[src/rtl/clk_div_gen.sv]
// Programmable clock divider with a toggle or pulse output, a tick strobe,
// a modulo tick counter and a handshaked divisor load.
module clk_div_gen #(
  parameter int CNT_W    = 26,
  parameter int DEF_DIV  = 10000000,
  parameter int TICK_MOD = 60,
  parameter int TICK_W   = 6
) (
  input  logic              clk_in,
  input  logic              rst_n,
  input  logic              en,
  input  logic              mode,
  input  logic [CNT_W-1:0]  div_in,
  input  logic              div_load,
  output logic              div_ack,
  output logic              clk_out,
  output logic              tick,
  output logic [TICK_W-1:0] tick_cnt,
  output logic              wrap
);

  localparam logic [CNT_W-1:0]  DIV_RST  = CNT_W'(DEF_DIV);
  localparam logic [CNT_W-1:0]  CNT_ONE  = CNT_W'(1);
  localparam logic [TICK_W-1:0] TICK_ONE = TICK_W'(1);
  localparam logic [TICK_W-1:0] TICK_TOP = TICK_W'(TICK_MOD - 1);

  logic [CNT_W-1:0] counter;
  logic [CNT_W-1:0] div_reg;
  logic             tc;
  logic             tick_last;

  assign tc        = en && (counter == (div_reg - CNT_ONE));
  assign tick_last = (tick_cnt == TICK_TOP);

  // A load outranks a coincident terminal count; in pulse mode clk_out
  // simply mirrors the tick strobe, so every non-tick update drives it low.
  always_ff @(posedge clk_in or negedge rst_n) begin
    if (!rst_n) begin
      counter  <= '0;
      div_reg  <= DIV_RST;
      clk_out  <= 1'b0;
      tick     <= 1'b0;
      wrap     <= 1'b0;
      div_ack  <= 1'b0;
      tick_cnt <= '0;
    end else begin
      div_ack <= div_load;
      tick    <= 1'b0;
      wrap    <= 1'b0;
      if (div_load) begin
        div_reg <= (div_in == '0) ? CNT_ONE : div_in;
        counter <= '0;
        if (mode) clk_out <= 1'b0;
      end else if (tc) begin
        counter  <= '0;
        tick     <= 1'b1;
        clk_out  <= mode ? 1'b1 : ~clk_out;
        tick_cnt <= tick_last ? '0 : tick_cnt + TICK_ONE;
        wrap     <= tick_last;
      end else begin
        if (en) counter <= counter + CNT_ONE;
        if (mode) clk_out <= 1'b0;
      end
    end
  end

endmodule

[config.mk]
export PLATFORM = sky130hd
export DESIGN_NAME = clk_div_gen
export DESIGN_NICKNAME = d
export VERILOG_FILES = /design/src/rtl/clk_div_gen.sv
export SDC_FILE = /design/constraint.sdc
export NUM_CORES = 1
export LEC_CHECK = 0
export BUFFER_PORTS_ARGS = -buffer_cell sky130_fd_sc_hd__buf_2
export CAP_MARGIN = 30
export CORE_ASPECT_RATIO = 0.8
export CORE_MARGIN = 5
export CORE_UTILIZATION = 35
export DETAILED_ROUTE_END_ITERATION = 8
export GPL_TIMING_DRIVEN = 0
export PLACE_DENSITY = 0.52
export SYNTH_ARGS = -nofsm -noshare
export SYNTH_HDL_FRONTEND = slang
export SYNTH_SLANG_ARGS = --single-unit
[constraint.sdc]
create_clock -name clk_in -period 3.99 [get_ports clk_in]
set_clock_uncertainty 0.2 [all_clocks]
set_input_delay 0.798 -clock clk_in [delete_from_list [all_inputs] [get_ports clk_in]]
set_output_delay 0.798 -clock clk_in [all_outputs]
set_load 0.005 [all_outputs]
==> results of run 1 <==
[logic make-up after synthesis]
logic type                 Yosys count  share of synthesized area
buffers and inverters               35                     0.0338
xor gates and xnor gates            33                     0.0703
AOI/OAI and AO/OA                   84                      0.149
adders and majority gates            3                    0.00913
DFF                                 62                      0.380
and+or+nand+nor                    198                      0.284
muxes                               27                     0.0739
[layer usage]
metal / track usage / wire length (um) / vias up
li1: - / - / 1775
met3: 0.0385 / 544 / 11
met1: 0.259 / 6160 / 1783
met4: 0.0378 / 120 / 0
met5: 0 / 0 / -
met2: 0.235 / 4970 / 92
[through the flow]
step / setup TNS (ps) / cells / total power [uW] / cell area, um2 / hold WS (ps)
final: 0 / 644 / 1760 / 4850 / 336
after floorplan: 0 / 442 / 855 / 4110 / 285
after global routing: 0 / 644 / 1840 / 4850 / 340
after CTS: 0 / 644 / 1770 / 4800 / 338
after detailed placement: -192 / 629 / 941 / 4490 / 326
after global placement: -5.20 / 629 / 938 / 4490 / 322
[cell type report]
class	count	area, um2
inverter	10	37.5
multi-input combinational	345	2460
fill	1141	6670
clock buffer	10	229
clock inverter	5	75.1
sequential	62	1560
tap	148	185
timing repair buffer	39	198
buffer	25	101
[what timing repair did]
action,in CTS,in global routing
hold buffers,0,0
gates resized for setup,1,6
endpoints found under the setup margin,16,23
[synthesized netlist by cell type (11+ instances only)]
cell type and n:
nor4_1 15, nor2_1 26, o211ai_1 11, xnor2_1 20, nor3_1 15, xor2_1 13
nand4_1 12, clkbuf_1 17, dfrtp_1 54, nand3_1 25, mux2_2 26, nand2_1 31
and2_1 11
[power groups by stage]
stage               combinational (uW)  sequential [uW]  clock, uW
floorplan                          152              703          0
global placement                   222              716          0
detailed placement                 225              716          0
CTS                                227              706        832
global route                       255              717        863
finish                             231              712        813
[critical path, delay by kind of cell, from the launching register on]
| family | cells | cell delay (ps) |
|---|---|---|
| AOI/OAI and AO/OA | 4 | 970 |
| buffers and inverters | 3 | 1110 |
| DFF | 1 | 510 |
| and+or+nand+nor | 4 | 760 |
[worst paths after layout]
path                              from           to  slack (ps)  cells after the start
max                         div_reg[9]  counter[17]         300                     11
min                        div_reg[25]  div_reg[25]         340                      1
max reg2reg                 div_reg[9]  counter[17]         300                     11
min reg2reg                div_reg[25]  div_reg[25]         340                      1
max in group asynchronous        rst_n  tick_cnt[5]        2680                      1
min in group asynchronous        rst_n   counter[0]         360                      1
[placed cells by master, fill, tap and decap left out, types with 5 or more instances in the layout]
master / instances
nand2b_1: 6
xnor2_1: 20
nor2b_1: 5
nand4b_1: 5
o211ai_1: 11
nand2_1: 31
o21ai_0: 8
inv_1: 10
nor3_1: 15
a21oi_1: 5
o31ai_1: 9
a31oi_1: 10
buf_2: 44
dfstp_2: 8
and3_1: 7
clkbuf_16: 9
nand4_1: 12
clkbuf_1: 18
and2_1: 11
or3_1: 7
nor4_1: 13
xor2_1: 13
nand3b_1: 6
nor2_1: 26
nand3_1: 25
dfrtp_1: 54
mux2_2: 26
==> impl_results.md, run 1 <==
* Syn Inst Count at 442
* Clock root buffer: clkbuf_16
* Sequential cell area fraction in the yosys report at 0.380
* Synth top area cells: dfrtp_1 (33%), mux2_2 (7.1%), dfstp_2 (5.1%)
* Switching fraction of total power at 0.260
* Worst hold-check path type: flip-flop to flip-flop
* Register bit total from synthesis at between 60 and 70
* Setup WS pre-CTS at -60.8 ps
* 1st-iter DRT viols at roughly 230
* 1st-pass router iterations at 5
* Via count at 3,661
* Req. time, crit path at between 3000 and 4000 ps
* Die footprint at 14,000 um2
* Site row count at 35
* Vias/cell at 5.68
* Area grow syn2layout at 17.9%
* Slowest-stage cell, CP: dfstp_2
* Port-buffer cells at 39
* HPWL Detailed at 8910 um
* Final min period at 3690 ps
* Reg power frac at 0.405
* Final nets at about 530
* MaxCap Viol Count at 0
* Startpoint type of the worst setup path: flip-flop
* Post-Syn Nets at about 480
* Number of global-route vias before repair at 3,449
* Crit path top cell by count: clkbuf_1
* Final hold violation count at 0
* Yosys warnings at 0
* Setup crit end kind: flip-flop
* Post-synthesis cell area at between 4000 and 5000 um2
* Psw at 456 uW
* Netlist cell types at 69
* Leak pwr at approximately 0.0019 uW
* Slew @ Worst Pin at 825 ps
* Clk_lat worst skew at approximately 330 ps
* Final GP Congestion at 0.855
* Cts bufs inserted at 9
* Core Area at about 12,000 um2
* RSZ-0062 raised after global routing: no
* Largest net degree at the start of global routing at 63
* Chip height at 107 um
* Max Freq at 271 MHz
* Critical Path Fanout Max at 10
* Routed WL per cell at 18.3 um
* Initial antenna violation count at 0
* First-pass GRT wire length at 19,000 um
* Overflow after GRT at 0
* Area leader, netlist: dfrtp_1
* Tcrit/Tclk final at 0.925
* # diodes at 0
* P_int at 1300 uW
* Slew margin rel. at 0.450
* Pwr Density at 362 nW/um2
* Max incr delay on CP at 510 ps
* Maximum VDD drop at 0.178 mV
* CTS tree: yes
* Synth async-reset ratio at 1.00
* Primary FF master, synth: dfrtp_1
* Final core utilization at 0.421
* Layout cell share with drive strength beyond 1 at 0.222
* Initial core utilization at 0.357
* I/O pin count at around 40
* Post-route ant nets at 0
* Total GRT Usage at 0.168
* Critical Path AT at 3670 ps
* Critical setup path kind: flip-flop to flip-flop
* Clock power share at 0.463
* Combinational power share at 0.132
* CTS HTree Levels at 3
* Synth top area share at 0.329
* Status: finished, final reports clean
* Syn avg cell area at about 9.3 um2
* Crit-path cells: clkbuf_1, nor4_4, nand4_1, clkbuf_1, o2111ai_1, and4b_1, a22oi_1, a31oi_1, nand2_1, buf_2, o311ai_1
* Setup violations, final at 0
* Worst Setup Slack, final at 301 ps
* Clock-pin transition on the worst setup and hold timing paths at approximately 50 ps
* Number of flops mapped to enable cells by yosys at 0
* Max-slew violations at 0
* Max Buffers Root-to-Sink at 2
* WL final at approximately 12,000 um
* Clock sink total at 62
* Drt drc at 0
* Die Wd at 131 um
* Post-CTS Setup Bufs at 0
Power figures use the tool's default switching activity.
==> run 2: changes to the inputs <==
Settings changed: GPL_TIMING_DRIVEN 0 to not set.
==> run 2 against run 1 <==
Flip-flop and latch count unchanged. Sequential power up 1%. Count of clock-buffer cells in the layout up 5. Final area down 1.8%. Sequential share of layout area up 0.60 points. Via count down 1.8%. Largest power group unchanged.
==> impl_results.md, run 2 (same netlist as run 1, synthesis figures left out) <==
* FF-to-FF setup slack at 280 ps (-20 ps)
* Die Wd at 131 um (unchanged)
* MaxCap Viol Count at 0 (unchanged)
* Status: finished, final reports clean
* Cts bufs inserted at 9 (unchanged)
* Worst hold-check path type: primary input to asynchronous set/reset pin
* Setup violations, final at 0 (unchanged)
* Tcrit/Tclk final at 0.930 (+0.00528)
* First-pass GRT wire length at 18,400 um (-3.0%)
* Final GP Congestion at 0.845 (-1.1%)
* P_int at 1230 uW (-5.3%)
* Critical Path Fanout Max at 10 (unchanged)
* Fin area at 4760 um2 (-1.8%)
* Total GRT Usage at 0.162 (-0.00584)
* 1st-pass router iterations at 4 (-1)
* Critical Path AT at 3710 ps (+40 ps)
* Via count at 3,594 (-1.8%)
* Leak pwr at 0.00183 uW (-0.98%)
* Clock-pin transition on the worst setup and hold timing paths at 50 ps (about the same)
* Commonest cells after routing, fill and taps aside: dfrtp_1 (54), buf_2 (40), nand2_1 (31)
* Slew @ Worst Pin at 837 ps (+12.0 ps)
* Layout cell share with drive strength beyond 1 at 0.232 (+0.0101)
* Clock power share at 0.441 (-0.022)
* Pwr Density at 350 nW/um2 (-3.3%)
* Overflow after GRT at 0 (unchanged)
* Switching fraction of total power at 0.262 (+0.00201)
* 1st-iter DRT viols at 228 (+0.88%)
* HPWL Detailed at 8550 um (-4.1%)
* Initial core utilization at 0.357 (unchanged)
* Most common cell after layout, fill and taps aside: dfrtp_1
* Routed WL per cell at 17.9 um (-2.1%)
* Vias/cell at 5.70 (+0.19%)
* WHS at 330 ps (-6.35 ps)
* Max-slew violations at 0 (unchanged)
* Critical R2R Capture: counter[5]
* Setup crit end kind: flip-flop
* Final nets at 512 (-2.7%)
* Startpoint type of the worst setup path: flip-flop
* Final core utilization at 0.413 (-0.00771)
* FF-to-FF path depth at 11 (unchanged)
* Number of global-route vias before repair at 3,376 (-2.1%)
* Slew margin rel. at 0.442 (-0.00801)
* RSZ-0062 raised after global routing: no
* CTS HTree Levels at 3 (unchanged)
* Final min period at 3710 ps (+21.1 ps)
* Core Area at 11,500 um2 (unchanged)
* Post-CTS Setup Bufs at 0 (unchanged)
* Clock sink total at 62 (unchanged)
* Area grow syn2layout at 15.8%
* Max Buffers Root-to-Sink at 2 (unchanged)
* Final hold violation count at 0 (unchanged)
* Max Freq at 270 MHz (-0.57%)
* Post-route ant nets at 0 (unchanged)
* Die footprint at 14,000 um2 (unchanged)
* WL final at 11,300 um (-4.0%)
* TNS Setup at 0 ps (unchanged)
* Post-CTS Resized at 0 (-1)
* Largest net degree at the start of global routing at 38 (-40%)
* Drt drc at 0 (unchanged)
* Site row count at 35 (unchanged)
* Placed cell area at 4480 um2 (-0.39%)
* Hold_buf cts at 0 (unchanged)
* Clk_lat worst skew at 330 ps (about the same)
* R2r startpoint: div_reg[0]
* # diodes at 0 (unchanged)
* Req. time, crit path at 3990 ps (+20 ps)
* I/O pin count at 41 (unchanged)
* Port-buffer cells at 40 (+2.6%)
* Reg power frac at 0.432 (+0.027)
* Maximum VDD drop at 0.190 mV (+7.0%)
* Chip height at 107 um (unchanged)
* Clock root buffer: clkbuf_16
* Initial antenna violation count at 0 (unchanged)
* Combinational power share at 0.127 (-0.005)
* Critical setup path kind: flip-flop to flip-flop
* Psw at 437 uW (-4.3%)
* CTS tree: yes
[run 2: cell count changes in the layout (fill, tap and decap cells not counted), sizes merged]
cell / delta
clkinv: -2
clkbuf: -12
buf: +3
bufinv: -2
[run 2: worst max path at each step]
stage / startpoint / endpoint / slack [ps]
2_1_floorplan: div_reg[0] / counter[17] / 750
3_3_place_gp: div_reg[17] / counter[5] / 450
3_5_place_dp: div_reg[0] / counter[5] / 390
4_1_cts: div_reg[0] / counter[5] / 370
5_1_grt: div_reg[0] / counter[5] / 80
6_report: div_reg[0] / counter[5] / 280
[run 2: area by class of cell]
cell class | instances | area [um2]
Fill cell | 1142 | 6760
Clock inverter | 1 | 5.00
Tap cell | 148 | 185
Timing Repair Buffer | 50 | 275
Sequential cell | 62 | 1560
Clock buffer | 15 | 278
Inverter | 10 | 37.5
Multi-Input combinational cell | 345 | 2420
[run 2: critical path: stages, from the launching register on]
cell      delay, ps
dfrtp_1         420
inv_1            90
ha_1            190
nor3b_1         410
nand4_2         320
nor4_1          510
o32ai_1         180
nor4b_2         470
a31oi_2         180
nand2_1         260
buf_4           240
o211ai_1        110
[run 2: routing by layer]
metal	wire, um	part of all wire	up-vias	track usage
li1	-	-	1747	-
met1	5950	0.53	1752	0.247
met2	4760	0.42	88	0.230
met3	506	0.045	7	0.0352
met4	105	0.0093	0	0.0393
met5	0	0	-	0
[run 2: through the flow]
stage | cells | power [uW] | worst slack [ps]
5_1_grt | 631 | 1750 | 82.2
3_5_place_dp | 615 | 942 | 387
6_report | 631 | 1670 | 280
3_3_place_gp | 615 | 939 | 449
2_1_floorplan | 442 | 855 | 752
4_1_cts | 631 | 1690 | 373
[run 2: power by group through the flow]
| stage | registers [uW] | logic, uW | clock network (uW) |
|---|---|---|---|
| after global placement | 729 | 210 | 0 |
| after global routing | 726 | 235 | 788 |
| after detailed placement | 730 | 212 | 0 |
| after floorplan | 703 | 152 | 0 |
| final | 720 | 212 | 735 |
| after CTS | 720 | 213 | 754 |
==> run 3: changes to the inputs <==
Settings changed: SETUP_SLACK_MARGIN set to 0.3.
==> run 3 against run 2 <==
Routed wire length is 0.53% higher. Combinational power is 2% higher. Non-clock buffer count is 1 higher. Critical path type unchanged. Global-route usage stayed put. First-iteration DRC count is 0.88% higher. Fmax is 4.2% higher.
==> impl_results.md, run 3 (same netlist as run 1, synthesis figures left out) <==
* Placed cell area at 4480 um2 (unchanged)
* FF-to-FF path depth at 9 (-2)
* Maximum VDD drop at 0.190 mV (about the same)
* Pwr Density at 349 nW/um2 (-0.31%)
* M1 WL at 5890 um (-0.89%)
* TNS Setup at 0 ps (unchanged)
* First-pass GRT wire length at 18,400 um (unchanged)
* Number of global-route vias before repair at 3,376 (unchanged)
* Setup violations, final at 0 (unchanged)
* Final cell count without fillers at 632 (+0.16%)
* RSZ-0062 raised after global routing: no
* Initial antenna violation count at 0 (unchanged)
* Setup crit end kind: flip-flop
* Site row count at 35 (unchanged)
* Req. time, crit path at 3990 ps (about the same)
* CTS HTree Levels at 3 (unchanged)
* I/O pin count at 41 (unchanged)
* Clock-pin transition on the worst setup and hold timing paths at 50 ps (about the same)
* CTS tree: yes
* Critical Path AT at 3560 ps (-150 ps)
* Initial core utilization at 0.357 (unchanged)
* Via count at 3,624 (+0.83%)
* Crit-path cells: or4_1, or3_4, o31ai_2, o211ai_1, nor4_4, a31oi_2, nand2_1, buf_4, o211ai_1
* Crit path top cell by count: o211ai_1
* Overflow after GRT at 0 (unchanged)
* Worst hold-check path type: primary input to asynchronous set/reset pin
* MaxCap Viol Count at 0 (unchanged)
* Max Used Layer: met4
* Port-buffer cells at 40 (unchanged)
* 1st-pass router iterations at 5 (+1)
* Commonest cells after routing, fill and taps aside: dfrtp_1 (54), buf_2 (40), nand2_1 (31)
* Slew margin rel. at 0.440 (-0.00198)
* Final GP Congestion at 0.845 (unchanged)
* Tcrit/Tclk final at 0.892 (-0.0379)
* HPWL Detailed at 8550 um (unchanged)
* Core Area at 11,500 um2 (unchanged)
* Status: finished, final reports clean
* Final hold violation count at 0 (unchanged)
* Routed WL per cell at 18.0 um (+0.37%)
* Largest net degree at the start of global routing at 38 (unchanged)
* Max Buffers Root-to-Sink at 2 (unchanged)
* Slowest-stage cell, CP: or4_1
* Routed wire length on met2 at 4860 um (+2.1%)
* Critical setup path kind: flip-flop to flip-flop
* Drt drc at 0 (unchanged)
* Vias/cell at 5.73 (+0.68%)
* Die footprint at 14,000 um2 (unchanged)
* Final Power at 1670 uW (+0.39%)
* Layout cell share with drive strength beyond 1 at 0.240 (+0.00779)
* Cts bufs inserted at 9 (unchanged)
* Slew @ Worst Pin at 840 ps (+2.98 ps)
* Most common cell after layout, fill and taps aside: dfrtp_1
* Met3 wire length at 521 um (+3.0%)
* Total GRT Usage at 0.162 (unchanged)
* WL final at 11,400 um (+0.53%)
* Final min period at 3560 ps (-151 ps)
* Fillers at 1,139 (-0.26%)
* DP Cell Count at 615 (unchanged)
* Critical Path Fanout Max at 10 (unchanged)
* Clk_lat worst skew at 330 ps (about the same)
* Hold_buf cts at 0 (unchanged)
* Chip height at 107 um (unchanged)
* Max Freq at 281 MHz (+4.2%)
* Die Wd at 131 um (unchanged)
* Max-slew violations at 0 (unchanged)
* Startpoint type of the worst setup path: flip-flop
* # diodes at 0 (unchanged)
* Max incr delay on CP at 630 ps (+120 ps)
* 1st-iter DRT viols at 230 (+0.88%)
* Leak pwr at 0.00184 uW (+0.57%)
* Fin area at 4790 um2 (+0.71%)
* Clock root buffer: clkbuf_16
* Clock sink total at 62 (unchanged)
* Area grow syn2layout at 16.6%
* Final nets at 513 (+0.20%)
* Post-route ant nets at 0 (unchanged)
## run 3: path summary, 6_finish.rpt
path                       slack, ps           to   startpoint
setup / recovery                 430   counter[5]   div_reg[4]
hold / removal                   330   counter[4]        rst_n
setup reg to reg                 430   counter[5]   div_reg[4]
hold reg to reg                  330  counter[25]  counter[25]
max in group asynchronous       2320  div_reg[19]        rst_n
min in group clk_in              330  counter[25]  counter[25]
## run 3: final cells by class
class | instances | area [um2] | area share
repair buffers | 51 | 283 | 0.0590
multi-input cells | 345 | 2440 | 0.510
clock inverters | 1 | 5.00 | 0.00104
well taps | 148 | 185 | 0.0386
flip-flops and latches | 62 | 1560 | 0.326
clock buffers | 15 | 278 | 0.0579
inverters | 10 | 37.5 | 0.00783
## run 3: metal layers
| metal | track usage | up-vias |
|---|---|---|
| li1 | - | 1748 |
| met1 | 0.247 | 1777 |
| met2 | 0.230 | 92 |
| met3 | 0.0352 | 7 |
| met4 | 0.0393 | 0 |
| met5 | 0 | - |
## run 3: worst max-delay path: cells and delay by family, from the launching register on
family / cells / cell delay, ps
buffers and inverters: 1 / 240
AND/OR/NAND/NOR: 4 / 1760
AO/OA/AOI/OAI: 4 / 800
flip-flops: 1 / 440
## run 3: per-stage QoR
step	utilization	setup slack (ps)	hold slack [ps]
finish	0.416	431	330
detailed placement	0.389	387	318
global route	0.416	305	368
floorplan	-	752	285
CTS	0.413	373	328
global placement	0.389	449	324
## run 3: power by group
part | internal [uW] | switching [uW] | total (uW)
combinational | 97.3 | 119 | 216
sequential | 665 | 56.4 | 722
clock | 471 | 265 | 736
## run 3: repair_timing
item / 4_1_cts / 5_1_grt
setup endpoints to repair: 0 / 25
resized for setup: 0 / 4
buffers inserted: 0 / 1
